`config.mk`:
```
export PLATFORM = sky130hd
export DESIGN_NAME = urv_iram_port_arbiter
export DESIGN_NICKNAME = d
export VERILOG_FILES = /design/src/rtl/urv_iram_port_arbiter_pkg.sv /design/src/rtl/urv_iram_port_arbiter.sv
export SDC_FILE = /design/constraint.sdc
export NUM_CORES = 1
export LEC_CHECK = 0
export ABC_CLOCK_PERIOD_IN_PS = 5000
export CORE_AREA = 5 5 118 120
export DETAILED_ROUTE_END_ITERATION = 10
export DIE_AREA = 0 0 123 125
export PLACE_DENSITY = 0.6
export SLEW_MARGIN = 20
export SYNTH_ARGS = -nofsm -noshare
export SYNTH_HDL_FRONTEND = slang
export SYNTH_SLANG_ARGS = --single-unit
```
`constraint.sdc`:
```
create_clock -name clk_i -period 5 [get_ports clk_i]
set_clock_uncertainty 0.05 [all_clocks]
set_input_delay 1 -clock clk_i [delete_from_list [all_inputs] [get_ports clk_i]]
set_output_delay 1 -clock clk_i [all_outputs]
set_load 0.05 [all_outputs]
```
`src/rtl/urv_iram_port_arbiter_pkg.sv`:
```
// Shared types and helpers for the IRAM port B arbiter.
// State encoding, requester indices and the address mask.
package urv_iram_port_arbiter_pkg;

  typedef enum logic {
    ST_SHARED = 1'b0,
    ST_LOCKED = 1'b1
  } arb_state_e;

  localparam int unsigned REQ_CPU  = 0;
  localparam int unsigned REQ_HOST = 1;

  // Keep word address bits inside the RAM; byte lane bits are zero.
  function automatic logic [31:0] addr_mask(input int unsigned size);
    logic [31:0] m;
    m = size - 1;
    return m & 32'hFFFF_FFFC;
  endfunction

endpackage

```
`src/rtl/urv_iram_port_arbiter.sv`:
```
// Arbitrates IRAM port B between the CPU data bus and a host loader.
// Registered acks track the one-cycle RAM read latency.
module urv_iram_port_arbiter
  import urv_iram_port_arbiter_pkg::*;
#(
  parameter int unsigned g_size          = 65536,
  parameter int unsigned g_host_max_wait = 8
) (
  input  logic        clk_i,
  input  logic        rst_i,
  input  logic        d_req_i,
  input  logic        d_we_i,
  input  logic [31:0] d_addr_i,
  input  logic [3:0]  d_bwe_i,
  input  logic [31:0] d_data_i,
  output logic        d_gnt_o,
  output logic        d_ack_o,
  output logic [31:0] d_rdata_o,
  input  logic        h_req_i,
  input  logic        h_we_i,
  input  logic [31:0] h_addr_i,
  input  logic [3:0]  h_bwe_i,
  input  logic [31:0] h_data_i,
  output logic        h_gnt_o,
  output logic        h_ack_o,
  output logic [31:0] h_rdata_o,
  input  logic        h_lock_i,
  output logic        locked_o,
  output logic        enb_o,
  output logic        web_o,
  output logic [31:0] ab_o,
  output logic [3:0]  bweb_o,
  output logic [31:0] db_o,
  input  logic [31:0] qb_i
);

  localparam int CW =
    (g_host_max_wait > 0) ? $clog2(g_host_max_wait + 1) : 1;
  localparam logic [CW-1:0] MAX_W = CW'(g_host_max_wait);
  localparam logic [31:0] AMASK = addr_mask(g_size);

  arb_state_e    state_q;
  arb_state_e    state_d;
  logic [CW-1:0] wait_q;
  logic [CW-1:0] wait_d;
  logic [1:0]    gnt;

  always_comb begin
    gnt = 2'b00;
    unique case (state_q)
      ST_LOCKED: gnt[REQ_HOST] = h_req_i;
      default: begin
        gnt[REQ_HOST] = h_req_i & (~d_req_i | (wait_q == MAX_W));
        gnt[REQ_CPU]  = d_req_i & ~gnt[REQ_HOST];
      end
    endcase
  end

  assign d_gnt_o = gnt[REQ_CPU];
  assign h_gnt_o = gnt[REQ_HOST];
  assign enb_o   = |gnt;

  // Starvation counter only runs while the host is kept waiting.
  always_comb begin
    wait_d = wait_q;
    if (!h_req_i || h_gnt_o)
      wait_d = '0;
    else if (wait_q != MAX_W)
      wait_d = wait_q + 1'b1;
  end

  assign state_d = h_lock_i ? ST_LOCKED : ST_SHARED;

  always_comb begin
    web_o  = 1'b0;
    ab_o   = '0;
    bweb_o = '0;
    db_o   = '0;
    unique case (1'b1)
      d_gnt_o: begin
        web_o  = d_we_i;
        ab_o   = d_addr_i & AMASK;
        bweb_o = d_bwe_i;
        db_o   = d_data_i;
      end
      h_gnt_o: begin
        web_o  = h_we_i;
        ab_o   = h_addr_i & AMASK;
        bweb_o = h_bwe_i;
        db_o   = h_data_i;
      end
      default: ;
    endcase
  end

  always_ff @(posedge clk_i or posedge rst_i) begin
    if (rst_i) begin
      state_q <= ST_SHARED;
      wait_q  <= '0;
      d_ack_o <= 1'b0;
      h_ack_o <= 1'b0;
    end else begin
      state_q <= state_d;
      wait_q  <= wait_d;
      d_ack_o <= d_gnt_o;
      h_ack_o <= h_gnt_o;
    end
  end

  assign locked_o  = (state_q == ST_LOCKED);
  assign d_rdata_o = qb_i;
  assign h_rdata_o = qb_i;

endmodule

```
==> results.md, run 1 <==
Floorplan:
- For this configuration, the core starts out at a cell density of 0.114.
- The floorplan step defined a die boundary enclosing 15400 um2.
- The die outline width is 123 um.
- The core area is 12900 um2.
- The vertical die dimension is 125 um.
- In this run the core area contains 42 standard-cell rows.
- During I/O placement, the number of pins put on the boundary was 314.

Worst setup path:
- The sort of element at the start of the critical path is an input pin.
- STA classifies the critical path endpoint as a primary output.
- For flop-to-flop paths, the worst setup slack is 3020 ps.
- In this run the critical register-to-register path is launched from wait_q[0]$_DFFE_PP0P_.
- The worst stage delay on the critical path is 950 ps.
- The data arrival time of the critical path is 3170 ps.
- For the worst setup path, the data required time is 3950 ps.
- The critical register-to-register path endpoint is h_ack_o$_DFF_PP0_.
- The path depth of the worst reg2reg path is 5.
- The cell that appears most often on the critical path is sky130_fd_sc_hd__clkdlybuf4s50_1.
- The critical path class is in2out.
- The master of the slowest instance on the critical path is sky130_fd_sc_hd__clkdlybuf4s50_1.
- The critical path goes through clkdlybuf4s50_1 -> nor2b_1 -> a21oi_4 -> clkdlybuf4s50_1.
- The maximum fanout count along the critical path is 24.

Synth:
- Synthesis instantiated 17 different standard cells from the library.
- During synthesis, Yosys emitted a total of 0 warnings.
- The synthesized area divided by synthesized cell count is 8.54 um2.
- After synthesis, the largest family of logic cells by area is buffers and inverters.
- The synthesized design contains 7 register bits.
- Summed over all instances, the cell type with the most area after synthesis is sky130_fd_sc_hd__buf_4.
- The portion of synthesized area spent on multiplexers is 0.
- The share of synthesized area occupied by flip-flops and latches is 0.119.
- The synthesized netlist occupies a cell area of 1470 um2.
- Yosys attributes the largest share of cell area to sky130_fd_sc_hd__buf_4 (42%), sky130_fd_sc_hd__a22o_1 (30%), sky130_fd_sc_hd__dfrtp_1 (12%).
- The portion of synthesized cell area occupied by the leading cell type is 0.419.
- The simple-gate share of the synthesized area is 0.0392.
- The compound-cell area share of the yosys netlist is 0.315.
- After technology mapping, the gate count stands at 172.
- The post-synthesis xor/xnor area fraction is 0.0119.
- Of the total synthesized cell area, the portion taken by full adders, half adders and majority gates is 0.0170.

Global route:
- The remaining global-route overflow is 0.
- The pin count of the biggest net entering global routing is 32.
- In this run the most used layer during global routing was met2.
- The met1 global-route usage is 0.0800.
- The aggregate global-route resource usage is 0.0737.
- The number of antenna violations at the first check in global routing is 0.
- The number of global-route vias before repair was 1646.
- The met3 demand-to-capacity share in global routing is 0.0276.
- The first global-routing pass estimated 8.89 mm of wire.
- The met2 capacity usage during global routing is 0.136.

Clock network:
- Hold repair after CTS inserted 0 buffers.
- The clock latency at the later pin of the worst-skew pair is 230 ps.
- The number of instances resized during post-cts repair is 0.
- After clock tree synthesis, the setup repair step added 0 buffers.
- TritonCTS built the clock tree.
- The TritonCTS buffer count is 3.
- No sink is reached through more buffers than the 2 on the longest clock path.
- CTS placed an instance of sky130_fd_sc_hd__clkbuf_16 at the clock tree root.
- Clock-pin slew was measured on the worst setup and hold paths at 30 ps.
- The sink count of the clock tree is 7.
- The depth of the CTS H-tree is 1.

STA:
- The transition time at the pin with the least slew margin is 717 ps.
- The final count of hold timing violations is 0.
- The part of the cycle the worst path needs is 0.844.
- Measured against its own limit, the worst slew margin works out to 0.521.
- Setup repair after global routing left no endpoint under its margin.
- Counting I/O delays and the setup requirement, the final critical path takes 4220 ps.
- The sum of negative setup slack is 0 ps.
- Timing would allow up to 0.237 GHz.
- Setup violations remaining at the end of the flow were counted as 0.
- The final number of max-transition violations was 0.

Layout:
- From synthesis to final layout, the design area changed by 81.2%.
- At the end of the flow, the number of nets in the layout was 443.
- In the final layout, the share of cells above drive strength 1 is 0.230.
- The final standard cell area without fillers is 2660 um2.
- 0 antenna diodes ended up in the layout.

Drt:
- The post-detailed-route count of antenna-violating nets is 0.
- The overall routed net length is 6.35 mm.
- In the routed layout, each cell is associated on average with a via count of 3.35.
- The post-detailed-route wirelength per cell is 14.4 um.
- The routed layout has 1476 vias.
- The final routed DRC violation total is 0.
- The number of iterations in the first detailed-routing pass is 3.
- The number of DRC markers in iteration 0 is 10.

Worst hold path:
- The min-delay analysis places its worst path in the category reg2reg.
- The startpoint of the lowest-slack hold path is wait_q[0]$_DFFE_PP0P_.
- The number of cells on the worst hold path is 1.
- The worst hold path terminates at wait_q[0]$_DFFE_PP0P_.

Power and ir drop:
- The peak supply drop is 0.162 mV.
- The power density over the cells is 207 nW/um2.
- The analysis attributes to cell leakage a power of 1.17 nW.

Flow run:
- Max-cap violations in this run came to 0.

Placed design:
- The placed wire-length estimate after detailed placement is 5.62 mm.
- The final estimated routing congestion in global placement is 0.746.
- The number of buffers inserted by port buffering is 163.
- The placement-stage cell area is 2580 um2.

Status:
- The run finished with clean final reports.
[Yosys cell counts]
cell and count:
sky130_fd_sc_hd__nand3_1 2, sky130_fd_sc_hd__buf_2 5, sky130_fd_sc_hd__inv_1 5, sky130_fd_sc_hd__nor2_1 4
sky130_fd_sc_hd__xor2_1 1, sky130_fd_sc_hd__nor2b_1 1, sky130_fd_sc_hd__conb_1 1, sky130_fd_sc_hd__buf_4 82
sky130_fd_sc_hd__or2_2 1, sky130_fd_sc_hd__a22o_1 51, sky130_fd_sc_hd__buf_6 6, sky130_fd_sc_hd__o21a_1 1
sky130_fd_sc_hd__xnor2_1 1, sky130_fd_sc_hd__a21oi_2 1, sky130_fd_sc_hd__ha_1 2, sky130_fd_sc_hd__nand3b_4 1
sky130_fd_sc_hd__dfrtp_1 7
[cell type report]
cell class	instances	area [um2]
fill	1419	10200
timing repair buffer	165	1530
multi-input combinational	84	639
tap	176	220
sequential	7	175
clock buffer	4	78.8
inverter	5	18.8
[flip-flops by register name, summed over array words and instances, names as in the netlist]
signal	count
wait_q	4
d_ack_o	1
h_ack_o	1
locked_o	1
[logic make-up (layout without fill, tap and decap cells)]
family          after synthesis  after routing
buf+inv                      98            174
compound gates               53             53
flops                         7              7
xor+xnor                      2              2
other cells                   1             18
fa+ha+maj                     2              2
simple gates                  9              9
[cell usage in the layout (no fill, tap or decap)]
cell	instances
sky130_fd_sc_hd__a22o_1	51
sky130_fd_sc_hd__inv_1	5
sky130_fd_sc_hd__clkbuf_1	1
sky130_fd_sc_hd__conb_1	18
sky130_fd_sc_hd__nor2b_1	1
sky130_fd_sc_hd__clkbuf_16	3
sky130_fd_sc_hd__nand3b_4	1
sky130_fd_sc_hd__or2_2	1
sky130_fd_sc_hd__xnor2_1	1
sky130_fd_sc_hd__xor2_1	1
sky130_fd_sc_hd__nand3_1	2
sky130_fd_sc_hd__buf_12	1
sky130_fd_sc_hd__ha_1	2
sky130_fd_sc_hd__dfrtp_1	7
sky130_fd_sc_hd__a21oi_4	1
sky130_fd_sc_hd__buf_4	53
sky130_fd_sc_hd__o21a_2	1
sky130_fd_sc_hd__nor2_1	4
sky130_fd_sc_hd__clkdlybuf4s50_1	111
[routing by layer]
metal / routed length [um] / part of all wire
met1: 2270 / 0.36
met2: 3180 / 0.50
met3: 840 / 0.13
met5: 0 / 0
met4: 67 / 0.011
[stage by stage]
stage / instances / power, mW / setup WS, ps / util / hold slack (ps)
after floorplan: 189 / 0.417 / 1690 / - / 404
after global placement: 437 / 0.420 / 831 / 0.201 / 421
after detailed placement: 437 / 0.422 / 791 / 0.201 / 437
after CTS: 441 / 0.557 / 785 / 0.207 / 442
after global routing: 441 / 0.572 / 688 / 0.207 / 453
final: 441 / 0.550 / 780 / 0.207 / 436
[critical path, delay by kind of cell]
| kind | cells | cell delay, ps |
|---|---|---|
| buffers and inverters | 2 | 1360 |
| AO/OA/AOI/OAI | 1 | 610 |
| AND/OR/NAND/NOR | 1 | 200 |
[how the worst max path moves through the flow]
stage	start	to	slack [ps]	cells past startpoint
floorplan	d_req_i	db_o[22]	1690	4
global placement	d_req_i	h_gnt_o	830	4
detailed placement	d_req_i	h_gnt_o	790	4
CTS	d_req_i	h_gnt_o	780	4
global route	d_req_i	h_gnt_o	690	4
finish	d_req_i	h_gnt_o	780	4
[power by group]
| group | switching [mW] | internal, mW | leakage (nW) | total (mW) |
|---|---|---|---|---|
| Clock | 0.0264 | 0.106 | 0.0382 | 0.132 |
| Sequential | 0.000825 | 0.0587 | 0.0922 | 0.0596 |
| Combinational | 0.215 | 0.143 | 1.04 | 0.358 |
| Total | 0.242 | 0.308 | 1.17 | 0.550 |
(Power assumes the default switching activity.)
==> run 2: changes to the inputs <==
Settings changed: ABC_CLOCK_PERIOD_IN_PS 5000 to 4100.
Clock period 5 ns to 4.1 ns, I/O delays scaled along.
==> run 2 against run 1 <==
Effect of this change:
- critical endpoint is now db_o[12]
- power up 44%
- non-clock buffer count grew 1
- largest cell class unchanged
- critical path type unchanged
- clock power grew 23%
==> results.md, run 2 (synthesis gave the netlist of run 1 again) <==
STA:
- The worst slew slack as a fraction of its limit is 0.430 (-0.0907).
- The transition time at the pin with the least slew margin is 853 ps (+136 ps).
- Derived from the worst setup path, the maximum achievable clock frequency is 0.263 GHz.
- The final count of hold timing violations came to 0 (unchanged).
- The part of the cycle the worst path needs is 0.926.
- After layout, the minimum clock period comes to 3800 ps.
- The final setup violation count is 0 (unchanged).
- Setup repair after global routing left no endpoint under its margin.
- The final number of max-transition violations was 0 (unchanged).
- The sum of negative setup slack is 0 ps (unchanged).

Clock network:
- The cell at the root of the clock tree is sky130_fd_sc_hd__clkbuf_16.
- The clock transition at the register clock pins on the worst setup and hold paths after CTS is 40 ps (about the same).
- The clock latency at the later pin of the worst-skew pair is 230 ps (about the same).
- The depth of the CTS H-tree is 1 (unchanged).
- The TritonCTS buffer count is 3 (unchanged).
- The number of instances resized during post-cts repair came to 0 (unchanged).
- The number of buffers between clock root and the deepest sink is 2 (unchanged).
- TritonCTS built the clock tree.
- The quantity of hold-fixing buffers added after cts is 0 (unchanged).
- The sink count of the clock tree is 7 (unchanged).
- The number of buffers added for setup after CTS is 0 (unchanged).

Worst setup path:
- The launch instance of the worst register-to-register path is wait_q[0]$_DFFE_PP0P_.
- The critical register-to-register path endpoint is h_ack_o$_DFF_PP0_.
- The critical path class is in2out.
- The endpoint required time on the critical path is 3230 ps (-720 ps).
- The path depth of the worst reg2reg path is 4 (-1).
- The sort of element at the start of the critical path is an input pin.
- The type of element capturing the critical path is a primary output.
- The register-to-register setup slack is 2400 ps (-620 ps).
- The data arrival time of the critical path came to 2930 ps (-240 ps).
- The maximum fanout count along the critical path came to 32 (+33%).

Layout:
- The fraction of final layout cells with drive strength greater than 1 was 0.237 (+0.00665).
- The number of flip-flops in the largest register is 4 (unchanged).
- The net count reported at finish was 444 (+0.23%).
- The top cell types in the final layout, fill and taps aside, are sky130_fd_sc_hd__clkdlybuf4s50_1 (110), sky130_fd_sc_hd__buf_12 (52), sky130_fd_sc_hd__a22o_1 (51), sky130_fd_sc_hd__conb_1 (18), sky130_fd_sc_hd__dfrtp_1 (7).
- The area growth from synthesis to layout is 125%.
- The antenna diode count was 0 (unchanged).
- The final cell count without fillers was 442 (+0.23%).
- The total area of multi-input combinational cells is 639 um2 (unchanged).
- The share of the core filled with cells in the final layout is 0.257 (+0.0500).
- More flip-flops sit in one register than any other, and that register is wait_q.
- The final standard cell area without fillers came to 3300 um2 (+24%).
- The commonest non-fill, non-tap cell in the layout is sky130_fd_sc_hd__clkdlybuf4s50_1.
- The sequential cell area is 175 um2 (unchanged).
- The final-layout fill cell count is 1365 (-3.8%).

Drt:
- The number of DRC markers in iteration 0 came to 15 (+5).
- The via count is 1490 (+0.95%).
- The number of iterations in the first detailed-routing pass is 4 (+1).
- The post-detailed-route count of antenna-violating nets was 0 (unchanged).
- The overall routed net length is 6.37 mm (+0.28%).
- The final routed DRC violation total is 0 (unchanged).
- The post-detailed-route wirelength per cell is 14.4 um (about the same).
- The detailed-route vias per instance is 3.37 (+0.72%).

Placed design:
- The placement-stage cell area is 3230 um2 (+25%).
- The placed wire-length estimate after detailed placement is 5.83 mm (+3.7%).
- The final estimated routing congestion in global placement is 0.731 (-1.9%).
- The number of cells in the design after placement is 438 (+0.23%).
- The number of buffers inserted by port buffering is 163 (unchanged).

Floorplan:
- The vertical die dimension is 125 um (unchanged).
- The I/O pin total is 314 (unchanged).
- The core area came to 12900 um2 (unchanged).
- The die outline width is 123 um (unchanged).
- The number of cell rows is 42 (unchanged).
- The die footprint is 15400 um2 (unchanged).
- The effective utilization at floorplan is 0.114 (unchanged).

Worst hold path:
- The startpoint of the lowest-slack hold path is wait_q[0]$_DFFE_PP0P_.
- The end point of the most critical hold path is wait_q[0]$_DFFE_PP0P_.
- The number of cells on the worst hold path is 1 (unchanged).
- The worst hold path belongs to the class reg2reg.

Global route:
- The global-route wire length before repair is 9.11 mm (+2.5%).
- The number of antenna violations at the first check in global routing is 0 (unchanged).
- The aggregate global-route resource usage is 0.0753 (+0.00157).
- The number of global-route vias before repair is 1713 (+4.1%).
- The pin count of the biggest net entering global routing was 33 (+3.1%).
- The remaining global-route overflow is 0 (unchanged).

Power and ir drop:
- The power dissipated by switching net loads is 319 uW (+31%).
- The switching power share of the total is 0.403 (-0.0375).
- The power share of the combinational group is 0.702 (+0.050).
- The sequential share of power is 0.092 (-0.016).
- The static leakage was 1.37 nW (+17%).
- The fraction of power consumed by the clock network is 0.206 (-0.034).
- The power density over the cells came to 239 nW/um2 (+16%).
- The peak supply drop was 0.232 mV (+43%).
- The total power of the final layout is 791 uW (+44%).
- The internal power is 472 uW (+53%).

Status:
- The flow ran to the end, and the final reports show no timing, DRC or antenna violations.

Flow run:
- The max-capacitance violation count was 0 (unchanged).
[run 2: changes by cell type in the layout (fill, tap and decap cells not counted), sizes merged]
cell,delta
clkdlybuf4s50,-1
buf,+2
[run 2: critical path: stages]
cell and delay, ps:
sky130_fd_sc_hd__clkdlybuf4s50_1 400, sky130_fd_sc_hd__nor2b_1 200, sky130_fd_sc_hd__a21oi_4 700, sky130_fd_sc_hd__buf_4 390, sky130_fd_sc_hd__a22o_1 250, sky130_fd_sc_hd__buf_12 160
[run 2: through the flow]
| step | setup WS (ps) | hold WS (ps) |
|---|---|---|
| after detailed placement | 237 | 435 |
| after global routing | 120 | 457 |
| after floorplan | 1150 | 404 |
| final | 304 | 434 |
| after global placement | 296 | 419 |
| after CTS | 227 | 440 |
[run 2: power groups by stage]
stage	Sequential [mW]	Combinational (mW)	Clock, mW
CTS	0.0727	0.562	0.166
detailed placement	0.0735	0.561	0
floorplan	0.0793	0.430	0
finish	0.0726	0.555	0.163
global placement	0.0734	0.558	0
global route	0.0729	0.576	0.172
[run 2: area by class of cell]
class | instances | share of cell area
multi-input combinational | 84 | 0.193
timing repair buffer | 166 | 0.657
sequential | 7 | 0.0530
clock buffer | 4 | 0.0239
tap | 176 | 0.0666
inverter | 5 | 0.00568
[run 2: routing by layer]
| metal | global-route usage | up-vias | part of all wire |
|---|---|---|---|
| li1 | - | 695 | - |
| met1 | 0.0781 | 658 | 0.33 |
| met2 | 0.137 | 131 | 0.51 |
| met3 | 0.0384 | 6 | 0.15 |
| met4 | 0.0124 | 0 | 0.0085 |
| met5 | 0 | - | 0 |
[run 2: worst max path at each step]
stage                           to     from  slack, ps
after detailed placement  db_o[12]  d_req_i        240
after global routing      db_o[12]  d_req_i        120
after floorplan           db_o[22]  d_req_i       1150
final                     db_o[12]  d_req_i        300
after CTS                 db_o[12]  d_req_i        230
after global placement    db_o[12]  d_req_i        300
==> run 3: changes to the inputs <==
Settings changed: HOLD_SLACK_MARGIN from default to 0.15, TNS_END_PERCENT from default to 50.
==> results of run 3 <==
Final layout, timing and power as in run 2 (identical DEF).
